## src/rtl/gpr_ctrl_pkg.sv

```systemverilog
// Shared definitions for the GPR write-port control slice: register file
// geometry, the architectural zero register and the clear-sweep state type.
package gpr_ctrl_pkg;

  localparam int GPR_AW = 5;
  localparam int GPR_N  = 32;
  localparam logic [GPR_AW-1:0] GPR_ZERO = 5'd0;

  // States of the register-file clear sweep
  typedef enum logic [1:0] {
    IDLE  = 2'd0,
    CLEAR = 2'd1,
    TAIL  = 2'd2
  } clr_state_e;

endpackage

```

## src/rtl/gpr_clear_seq.sv

```systemverilog
// Clear-sweep sequencer: on a clr_start pulse walks idx over every register
// (one per cycle), then spends one TAIL cycle before returning to IDLE.
// Only instantiated when GPR_WR_ARB_CLEAR_EN is defined.
// Ports:
//   Clk, Reset      clock (rising edge), asynchronous active-low reset
//   clr_start       one-cycle request to begin a sweep (ignored unless IDLE)
//   clr_busy        sweep in progress (CLEAR or TAIL)
//   seq_we, seq_a3  sweep write request for the output register: (1, idx)
module gpr_clear_seq
  import gpr_ctrl_pkg::*;
(
  input  logic              Clk,
  input  logic              Reset,
  input  logic              clr_start,
  output logic              clr_busy,
  output logic              seq_we,
  output logic [GPR_AW-1:0] seq_a3
);

  localparam logic [GPR_AW-1:0] IDX_LAST = GPR_AW'(GPR_N - 1);

  clr_state_e        state_q, state_d;
  logic [GPR_AW-1:0] idx_q, idx_d;

  // Sweep state and register index
  always_ff @(posedge Clk or negedge Reset) begin
    if (!Reset) begin
      state_q <= IDLE;
      idx_q   <= GPR_ZERO;
    end else begin
      state_q <= state_d;
      idx_q   <= idx_d;
    end
  end

  // Next-state logic: one register per CLEAR cycle, then a single TAIL cycle
  always_comb begin
    state_d = state_q;
    idx_d   = idx_q;
    case (state_q)
      IDLE: begin
        if (clr_start) begin
          state_d = CLEAR;
          idx_d   = GPR_ZERO;
        end else begin
          state_d = IDLE;
        end
      end
      CLEAR: begin
        idx_d = idx_q + 5'd1;
        if (idx_q == IDX_LAST) begin
          state_d = TAIL;
        end else begin
          state_d = CLEAR;
        end
      end
      TAIL:    state_d = IDLE;
      default: state_d = IDLE;
    endcase
  end

  assign clr_busy = (state_q != IDLE);
  assign seq_we   = (state_q == CLEAR);
  assign seq_a3   = idx_q;

endmodule

```

## src/rtl/gpr_wr_arbiter.sv

```systemverilog
// Write-port sequencer for the 32x32 GPR file. Arbitrates pipeline writeback
// (req0) against mult/div writeback (req1) with a starvation guard for req1,
// drops writes to $0, and registers the selected write onto RegWrite/A3/Wd.
// Optional feature macro: GPR_WR_ARB_CLEAR_EN adds a 32-cycle clear sweep.
// Ports:
//   Clk, Reset                         clock, asynchronous active-low reset
//   reqN_valid/addr/data, reqN_ready   valid/ready writeback requesters
//   clr_start, clr_busy                clear sweep start pulse / in progress
//   gpr_we, gpr_a3, gpr_wd             registered register-file write port
module gpr_wr_arbiter
  import gpr_ctrl_pkg::*;
#(
  parameter int DW         = 32,
  parameter int AW         = 5,
  parameter int STARVE_MAX = 3
) (
  input  logic          Clk,
  input  logic          Reset,
  input  logic          req0_valid,
  input  logic [AW-1:0] req0_addr,
  input  logic [DW-1:0] req0_data,
  output logic          req0_ready,
  input  logic          req1_valid,
  input  logic [AW-1:0] req1_addr,
  input  logic [DW-1:0] req1_data,
  output logic          req1_ready,
  input  logic          clr_start,
  output logic          clr_busy,
  output logic          gpr_we,
  output logic [AW-1:0] gpr_a3,
  output logic [DW-1:0] gpr_wd
);

  localparam logic [3:0] STARVE_LIM = 4'(STARVE_MAX);

  logic              clr_busy_s;
  logic              block_s;
  logic              seq_we_s;
  logic [GPR_AW-1:0] seq_a3_s;
  logic              grant1_s;
  logic              xfer0_s, xfer1_s;
  logic [3:0]        starve_q, starve_d;
  logic              we_q, we_d;
  logic [AW-1:0]     a3_q, a3_d;
  logic [DW-1:0]     wd_q, wd_d;

`ifdef GPR_WR_ARB_CLEAR_EN
  gpr_clear_seq u_clear_seq (
    .Clk       (Clk),
    .Reset     (Reset),
    .clr_start (clr_start),
    .clr_busy  (clr_busy_s),
    .seq_we    (seq_we_s),
    .seq_a3    (seq_a3_s)
  );
  // Requesters are shut out from the start pulse until the sweep has ended.
  assign block_s = clr_busy_s | clr_start;
`else
  logic unused_clr_start_s;
  assign unused_clr_start_s = clr_start;
  assign clr_busy_s = 1'b0;
  assign seq_we_s   = 1'b0;
  assign seq_a3_s   = GPR_ZERO;
  assign block_s    = 1'b0;
`endif

  // req1 wins only when starved, or when req0 is not asking
  assign grant1_s   = req1_valid & ((starve_q == STARVE_LIM) | ~req0_valid);
  assign req0_ready = req0_valid & ~grant1_s & ~block_s;
  assign req1_ready = req1_valid &  grant1_s & ~block_s;
  assign xfer0_s    = req0_valid & req0_ready;
  assign xfer1_s    = req1_valid & req1_ready;

  // Starvation counter: counts denied req1 cycles, frozen during a sweep
  always_comb begin
    starve_d = starve_q;
    if (xfer1_s) begin
      starve_d = 4'd0;
    end else if (req1_valid && !clr_busy_s && (starve_q < STARVE_LIM)) begin
      starve_d = starve_q + 4'd1;
    end else begin
      starve_d = starve_q;
    end
  end

  // Output register next value: sweep, then accepted request, else idle
  always_comb begin
    we_d = 1'b0;
    a3_d = a3_q;
    wd_d = wd_q;
    if (seq_we_s) begin
      we_d = 1'b1;
      a3_d = AW'(seq_a3_s);
      wd_d = {DW{1'b0}};
    end else if (xfer0_s) begin
      we_d = (req0_addr != {AW{1'b0}});
      a3_d = req0_addr;
      wd_d = req0_data;
    end else if (xfer1_s) begin
      we_d = (req1_addr != {AW{1'b0}});
      a3_d = req1_addr;
      wd_d = req1_data;
    end else begin
      we_d = 1'b0;
    end
  end

  // Arbitration state and registered write port
  always_ff @(posedge Clk or negedge Reset) begin
    if (!Reset) begin
      starve_q <= 4'd0;
      we_q     <= 1'b0;
      a3_q     <= {AW{1'b0}};
      wd_q     <= {DW{1'b0}};
    end else begin
      starve_q <= starve_d;
      we_q     <= we_d;
      a3_q     <= a3_d;
      wd_q     <= wd_d;
    end
  end

  assign clr_busy = clr_busy_s;
  assign gpr_we   = we_q;
  assign gpr_a3   = a3_q;
  assign gpr_wd   = wd_q;

endmodule

```

## config.mk

```make
export PLATFORM = sky130hd
export DESIGN_NAME = gpr_wr_arbiter
export DESIGN_NICKNAME = d
export VERILOG_FILES = /design/src/rtl/gpr_ctrl_pkg.sv /design/src/rtl/gpr_clear_seq.sv /design/src/rtl/gpr_wr_arbiter.sv
export SDC_FILE = /design/constraint.sdc
export NUM_CORES = 1
export LEC_CHECK = 0
export ABC_AREA = 1
export CELL_PAD_IN_SITES_DETAIL_PLACEMENT = 2
export CELL_PAD_IN_SITES_GLOBAL_PLACEMENT = 2
export CORE_ASPECT_RATIO = 0.6
export CORE_UTILIZATION = 22
export DETAILED_ROUTE_END_ITERATION = 6
export PLACE_DENSITY = 0.88
export RECOVER_POWER = 100
export SLEW_MARGIN = 0
export SYNTH_ARGS = -nofsm -noshare
export SYNTH_HDL_FRONTEND = slang
export SYNTH_HIERARCHICAL = 1
export SYNTH_SLANG_ARGS = --single-unit
```

## constraint.sdc

```tcl
create_clock -name Clk -period 2.1 [get_ports Clk]
set_input_delay 0.42 -clock Clk [delete_from_list [all_inputs] [get_ports Clk]]
set_output_delay 0.42 -clock Clk [all_outputs]
set_load 0.02 [all_outputs]
```

==> flow_summary_export.csv, run 1 <==
group,metric,value,unit
logic_synthesis,yosys_warnings,6,
placement,port_buffers,117,
worst_setup_path,cpMostUsedCell,"inv_1",
logic_synthesis,syn_area,2354,um2
worst_setup_path,cp_max_fo,4,
die,dieArea,11130,um2
power_and_ir_drop,powerDensity,674.1,nW/um2
logic_synthesis,postSynthCellCount,318,
cts,worstSkewPairLatency,0.28,ns
placement,hpwl,6.813,mm
finish,finish.utilization,0.3717,
grt,grt_usage,0.1697,
sta,slew_headroom,0.2032,
sta,finalSetupViolations,0,
logic_synthesis,synth_top_family_by_area,"simple AND/OR/NAND/NOR gates",
die,core_area,10120,um2
worst_hold_path,hold_path.class,"input pin to asynchronous set/reset pin",
sta,setup_ws,0.1270,ns
logic_synthesis,synthSimpleGateAreaFrac,0.3961,
die,fp.dieH,82.12,um
cts,ctsRootBufferMaster,"clkbuf_16",
run_status,status,"finished clean",
routing,postRouteAntennaNets,0,
logic_synthesis,synth.yosys.seq_area_share,0.4466,
logic_synthesis,synth_cell_types,19,
job,drv_cap,0,
power_and_ir_drop,p_int,1.741,mW
worst_setup_path,cp-start-kind,"input pin",
power_and_ir_drop,power_frac_seq,0.380,
logic_synthesis,ys_ff_latch,42,
die,initial_core_util,0.2325,
finish,num-nets-final,510,
routing,vias,2494,
logic_synthesis,synth-compound-area-share,0.01648,
power_and_ir_drop,p_total,2.537,mW
routing,routedWlPerCell,16.07,um
placement,place_ws,-0.1211,ns
grt,grt_pass1_wl,14.28,mm
finish,area_growth_syn_to_layout,59.91,%
logic_synthesis,synth_xor_area_frac,0,
finish,layout_commonest_cell,"nand2_1",
power_and_ir_drop,p_sw,796.0,uW
power_and_ir_drop,p_leak,1.830,nW
sta,finalMaxSlewViolations,0,
sta,rsz0062_at_grt,"no",
power_and_ir_drop,comb_power_share,0.311,
worst_setup_path,cp_cell_sequence,"clkdlybuf4s50_1 -> inv_1 -> o21bai_4 -> inv_1 -> dlygate4sd2_1",
worst_setup_path,slowest_stage,"clkdlybuf4s50_1",
cts,cts_max_path_buffers,2,
die,rows,28,
logic_synthesis,synth_mux_area_frac,0,
cts,cts_setup_buffers,0,
die,ioPinCount,120,
sta,clock.fmax,506.8,MHz
die,dieWidth,135.5,um
power_and_ir_drop,clock_power_share,0.309,
cts,cts_tree,"done",
sta,fin_worst_skew,0.005098,ns
routing,dr.pass1.iters,4,
logic_synthesis,syn_area_per_cell,7.401,um2
grt,grt_max_degree,39,
sta,hold_slack,0.3654,ns
cts,cts_hold_buf,0,
worst_setup_path,slowest_delay,0.52,ns
placement,routabilityCongestion,0.7517,
grt,antenna_found_initial,0,
routing,wl,9.095,mm
sta,finalCritPeriodShare,0.9395,
cts,path_clk_slew,0.06,ns
logic_synthesis,yosys.area_share.adder,0.005316,
cts,h-tree-depth,2,
worst_setup_path,arrival,1.55,ns
grt,grt_pass1_vias,2781,
cts,cts_buffers,5,
worst_setup_path,crit_required,1.68,ns
sta,tightest_slew,1.195,ns
finish,most-common-layout-cells,"nand2_1 (118), clkdlybuf4s50_1 (75), inv_1 (47), nand3_1 (44), dfrtp_1 (42)",
cts,cts.sinks,42,
sta,hold_viol,0,
finish,drive_gt1_frac,0.04640,
routing,drc,0,
cts,cts-resized-gates,2,
grt,grt_overflow,0,
power_and_ir_drop,switching_share,0.3138,
routing,drt_iter0_drc,30,
power_and_ir_drop,irDropWorstVdd,281.9,uV
finish,fillers,1155,
finish,diodes,0,
sta,period_minus_slack,1.973,ns
logic_synthesis,synth_nets,398,
routing,via_per_inst,4.406,
worst_setup_path,worstSetupEndpointType,"primary output",
worst_setup_path,path_class,"input pin to primary output",
[critical path: cells and delay by family]
kind                   cells  cell delay (ns)
AO/OA/AOI/OAI              1             0.14
buffers and inverters      4             0.99
[path summary, 6_finish.rpt]
| kind | to | from | cells after the start | slack (ns) |
|---|---|---|---|---|
| max in group asynchronous | starve_q[3] | Reset | 2 | 0.48 |
| hold reg to reg | gpr_wd[26] | gpr_wd[26] | 2 | 0.47 |
| hold / removal | gpr_wd[2] | Reset | 1 | 0.37 |
| setup / recovery | req0_ready | req1_valid | 5 | 0.13 |
| min in group Clk | gpr_wd[26] | gpr_wd[26] | 2 | 0.47 |
| setup reg to reg | gpr_wd[21] | starve_q[0] | 7 | 0.38 |
[cell usage after synthesis]
| master | number | area share |
|---|---|---|
| o21bai_2 | 1 | 0.0048 |
| buf_1 | 2 | 0.0032 |
| dfrtp_1 | 42 | 0.45 |
| nor2_1 | 3 | 0.0048 |
| nand3_1 | 43 | 0.091 |
| nand4_1 | 2 | 0.0053 |
| o21ai_1 | 1 | 0.0021 |
| o21ai_0 | 3 | 0.0064 |
| ha_1 | 1 | 0.0053 |
| inv_2 | 2 | 0.0032 |
| buf_2 | 12 | 0.026 |
| conb_1 | 1 | 0.0016 |
| nand2_1 | 118 | 0.19 |
| inv_1 | 47 | 0.075 |
| o21a_1 | 1 | 0.0032 |
| nand3b_1 | 32 | 0.10 |
| nand3_2 | 1 | 0.0043 |
| buf_6 | 5 | 0.024 |
| buf_4 | 1 | 0.0032 |
[logic make-up (layout without fill, tap and decap cells)]
| group | after synthesis | in the layout |
|---|---|---|
| AOI/OAI and AO/OA | 6 | 6 |
| adders and majority gates | 1 | 1 |
| buffers and inverters | 69 | 182 |
| DFF | 42 | 42 |
| other | 1 | 1 |
| and+or+nand+nor | 199 | 199 |
[power groups by stage]
stage / Sequential, mW / Clock [mW] / Combinational [mW]
floorplan: 1.09 / 0 / 0.272
global route: 0.978 / 0.851 / 0.864
global placement: 0.980 / 0 / 0.811
detailed placement: 0.985 / 0 / 0.844
finish: 0.965 / 0.784 / 0.788
CTS: 0.971 / 0.816 / 0.845
[flip-flops by register name (all words and copies together), names as in the netlist]
register / cells
gpr_we: 1
starve_q: 4
gpr_wd: 32
gpr_a3: 5
[area by class of cell]
class | instances | area (um2) | area share
clock buffers | 7 | 142.6 | 0.03790
clock inverters | 1 | 5.005 | 0.001330
inverters | 49 | 183.9 | 0.04887
multi-input cells | 207 | 997.2 | 0.2650
flip-flops and latches | 42 | 1051 | 0.2793
well taps | 135 | 168.9 | 0.04488
repair buffers | 125 | 1215 | 0.3228
[layer usage]
metal,track usage,vias to the layer above,part of all wire
met1,0.1957,1205,0.45
met3,0.05922,7,0.077
li1,-,1202,-
met2,0.3082,80,0.47
met5,0,-,0
met4,0.03258,0,0.0069
[per-stage QoR]
| step | instances | area [um2] | TNS [ns] |
|---|---|---|---|
| global route | 566 | 3764 | 0 |
| CTS | 566 | 3785 | 0 |
| global placement | 558 | 3640 | -0.1732 |
| finish | 566 | 3764 | 0 |
| detailed placement | 558 | 3640 | -0.2132 |
| floorplan | 318 | 2354 | 0 |
No activity file was read; power rests on OpenSTA's default activity.
==> run 2: changes to the inputs <==
- CORE_MARGIN: not set -> 2
- PLACE_DENSITY: 0.88 -> 0.87
- TNS_END_PERCENT: not set -> 5
==> run 2 against run 1 <==
  * Clock skew decreased by 0.0024 ns
  * Global-route usage decreased by 1.5 points
  * Register-to-register slack about the same
  * Largest cell class unchanged
==> flow_summary_export.csv, run 2 (synthesis results as in run 1) <==
group,metric,value,unit
run_status,status,"finished clean",
finish,register_area,1051,um2
worst_setup_path,r2r_slack,0.39,ns
placement,hpwl,6.583,mm
cts,path_clk_slew,0.05,ns
die,ioPinCount,120,
finish,drive_gt1_frac,0.03953,
worst_setup_path,r2r-end,"gpr_a3[4]",
cts,h-tree-depth,2,
grt,antenna_found_initial,0,
worst_setup_path,rr_worst_depth,8,
grt,grt_pass1_wl,14.13,mm
sta,finalMaxSlewViolations,0,
die,dieWidth,137.5,um
finish,layout_commonest_cell,"nand2_1",
routing,via_per_inst,4.306,
sta,slew_headroom,0.1269,
routing,dr.pass1.iters,4,
die,initial_core_util,0.2244,
grt,grt_overflow,0,
sta,setup_ws,0.08869,ns
job,drv_cap,0,
finish,num-nets-final,510,
cts,cts_tree,"done",
worst_setup_path,arrival,1.59,ns
sta,fin_worst_skew,0.002688,ns
power_and_ir_drop,comb_power_share,0.317,
finish,multi_input_area,997.2,um2
power_and_ir_drop,p_leak,1.816,nW
cts,ctsRootBufferMaster,"clkbuf_16",
placement,routabilityCongestion,0.7555,
cts,cts_buffers,5,
sta,rsz0062_at_grt,"no",
finish,most-common-layout-cells,"nand2_1 (118), clkdlybuf4s50_1 (75), inv_1 (47), nand3_1 (44), dfrtp_1 (42)",
placement,port_buffers,117,
worst_setup_path,crit_required,1.68,ns
routing,vias,2450,
cts,worstSkewPairLatency,0.27,ns
routing,drc,0,
power_and_ir_drop,p_sw,746.4,uW
power_and_ir_drop,switching_share,0.3047,
power_and_ir_drop,irDropWorstVdd,434.3,uV
sta,hold_viol,0,
worst_setup_path,path_class,"input pin to primary output",
worst_setup_path,cp_max_fo,4,
grt,grt_pass1_vias,2767,
sta,tightest_slew,1.310,ns
cts,cts_max_path_buffers,2,
grt,grt_usage,0.1547,
sta,finalSetupViolations,0,
finish,finish.utilization,0.3576,
power_and_ir_drop,power_frac_seq,0.396,
placement,place_ws,-0.1611,ns
worst_setup_path,worstSetupEndpointType,"primary output",
routing,drt_iter0_drc,56,
power_and_ir_drop,powerDensity,653.1,nW/um2
finish,area_growth_syn_to_layout,59.33,%
power_and_ir_drop,p_int,1.703,mW
finish,largest_reg_flops,32,
die,rows,29,
die,fp.dieH,84.12,um
die,dieArea,11570,um2
power_and_ir_drop,p_total,2.449,mW
sta,finalCritPeriodShare,0.9578,
cts,cts.sinks,42,
worst_setup_path,cp-start-kind,"input pin",
worst_setup_path,rr_startpoint,"starve_q[0]",
sta,tns,0,ns
finish,diodes,0,
sta,period_minus_slack,2.011,ns
routing,wl,8.597,mm
grt,grt_max_degree,39,
power_and_ir_drop,clock_power_share,0.287,
routing,routedWlPerCell,15.11,um
die,core_area,10490,um2
sta,clock.fmax,497.2,MHz
routing,postRouteAntennaNets,0,
finish,fillers,1196,
worst_hold_path,hold_path.class,"input pin to asynchronous set/reset pin",
==> run 2: changes by cell type in the layout (fill, tap and decap cells not counted) <==
cell	change
buf_4	-1
clkbuf_1	+2
clkbuf_8	-1
clkinv_2	-1
==> run 2: how the worst max path moves through the flow <==
stage | startpoint | to | cells after the start
after floorplan | starve_q[0] | req0_ready | 5
after global placement | req1_valid | req0_ready | 5
after detailed placement | req1_valid | req0_ready | 5
after CTS | req1_valid | req0_ready | 5
after global routing | req1_valid | req0_ready | 5
final | req1_valid | req0_ready | 5
==> run 2: metrics by stage <==
step           std cells  cell area, um2  hold slack [ns]
2_1_floorplan        318            2354           0.1244
3_3_place_gp         562            3632           0.4439
3_5_place_dp         562            3632           0.4483
4_1_cts              569            3762           0.1540
5_1_grt              569            3750           0.5070
6_report             569            3750           0.4217
==> run 2: critical path, stage by stage <==
cell	delay, ns
clkdlybuf4s50_1	0.54
inv_1	0.10
o21bai_4	0.14
inv_1	0.07
dlygate4sd2_1	0.32
==> run 2: repair_timing <==
| action | CTS | global route |
|---|---|---|
| hold buffers | 0 | 0 |
| setup endpoints to repair | 2 | 0 |
| setup buffers | 0 | 0 |
| gates resized for setup | 2 | 0 |
==> run 2: area by class of cell <==
class	count	share of cell area
timing repair buffer	125	0.3230
sequential	42	0.2803
multi-input combinational	207	0.2659
inverter	49	0.04905
tap	139	0.04638
clock buffer	7	0.03537
==> run 2: layer usage <==
layer / global-route usage / vias to the layer above / wire length (um)
met5: 0 / - / 0
met4: 0.01687 / 0 / 46
met3: 0.04736 / 4 / 664
met2: 0.2560 / 73 / 3879
met1: 0.2056 / 1176 / 4006
li1: - / 1197 / -
==> run 2: power by group through the flow <==
stage               clock network [mW]  registers (mW)  logic (mW)
floorplan                            0            1.09       0.272
global placement                     0           0.984       0.804
detailed placement                   0           0.989       0.832
CTS                              0.737           0.977       0.832
global route                     0.771           0.987       0.857
finish                           0.702           0.970       0.777
==> run 3: changes to the inputs <==
- SLEW_MARGIN: 0 -> 10
==> results of run 3 <==
Same layout as run 2: the final DEF is identical, and so are final timing and power.
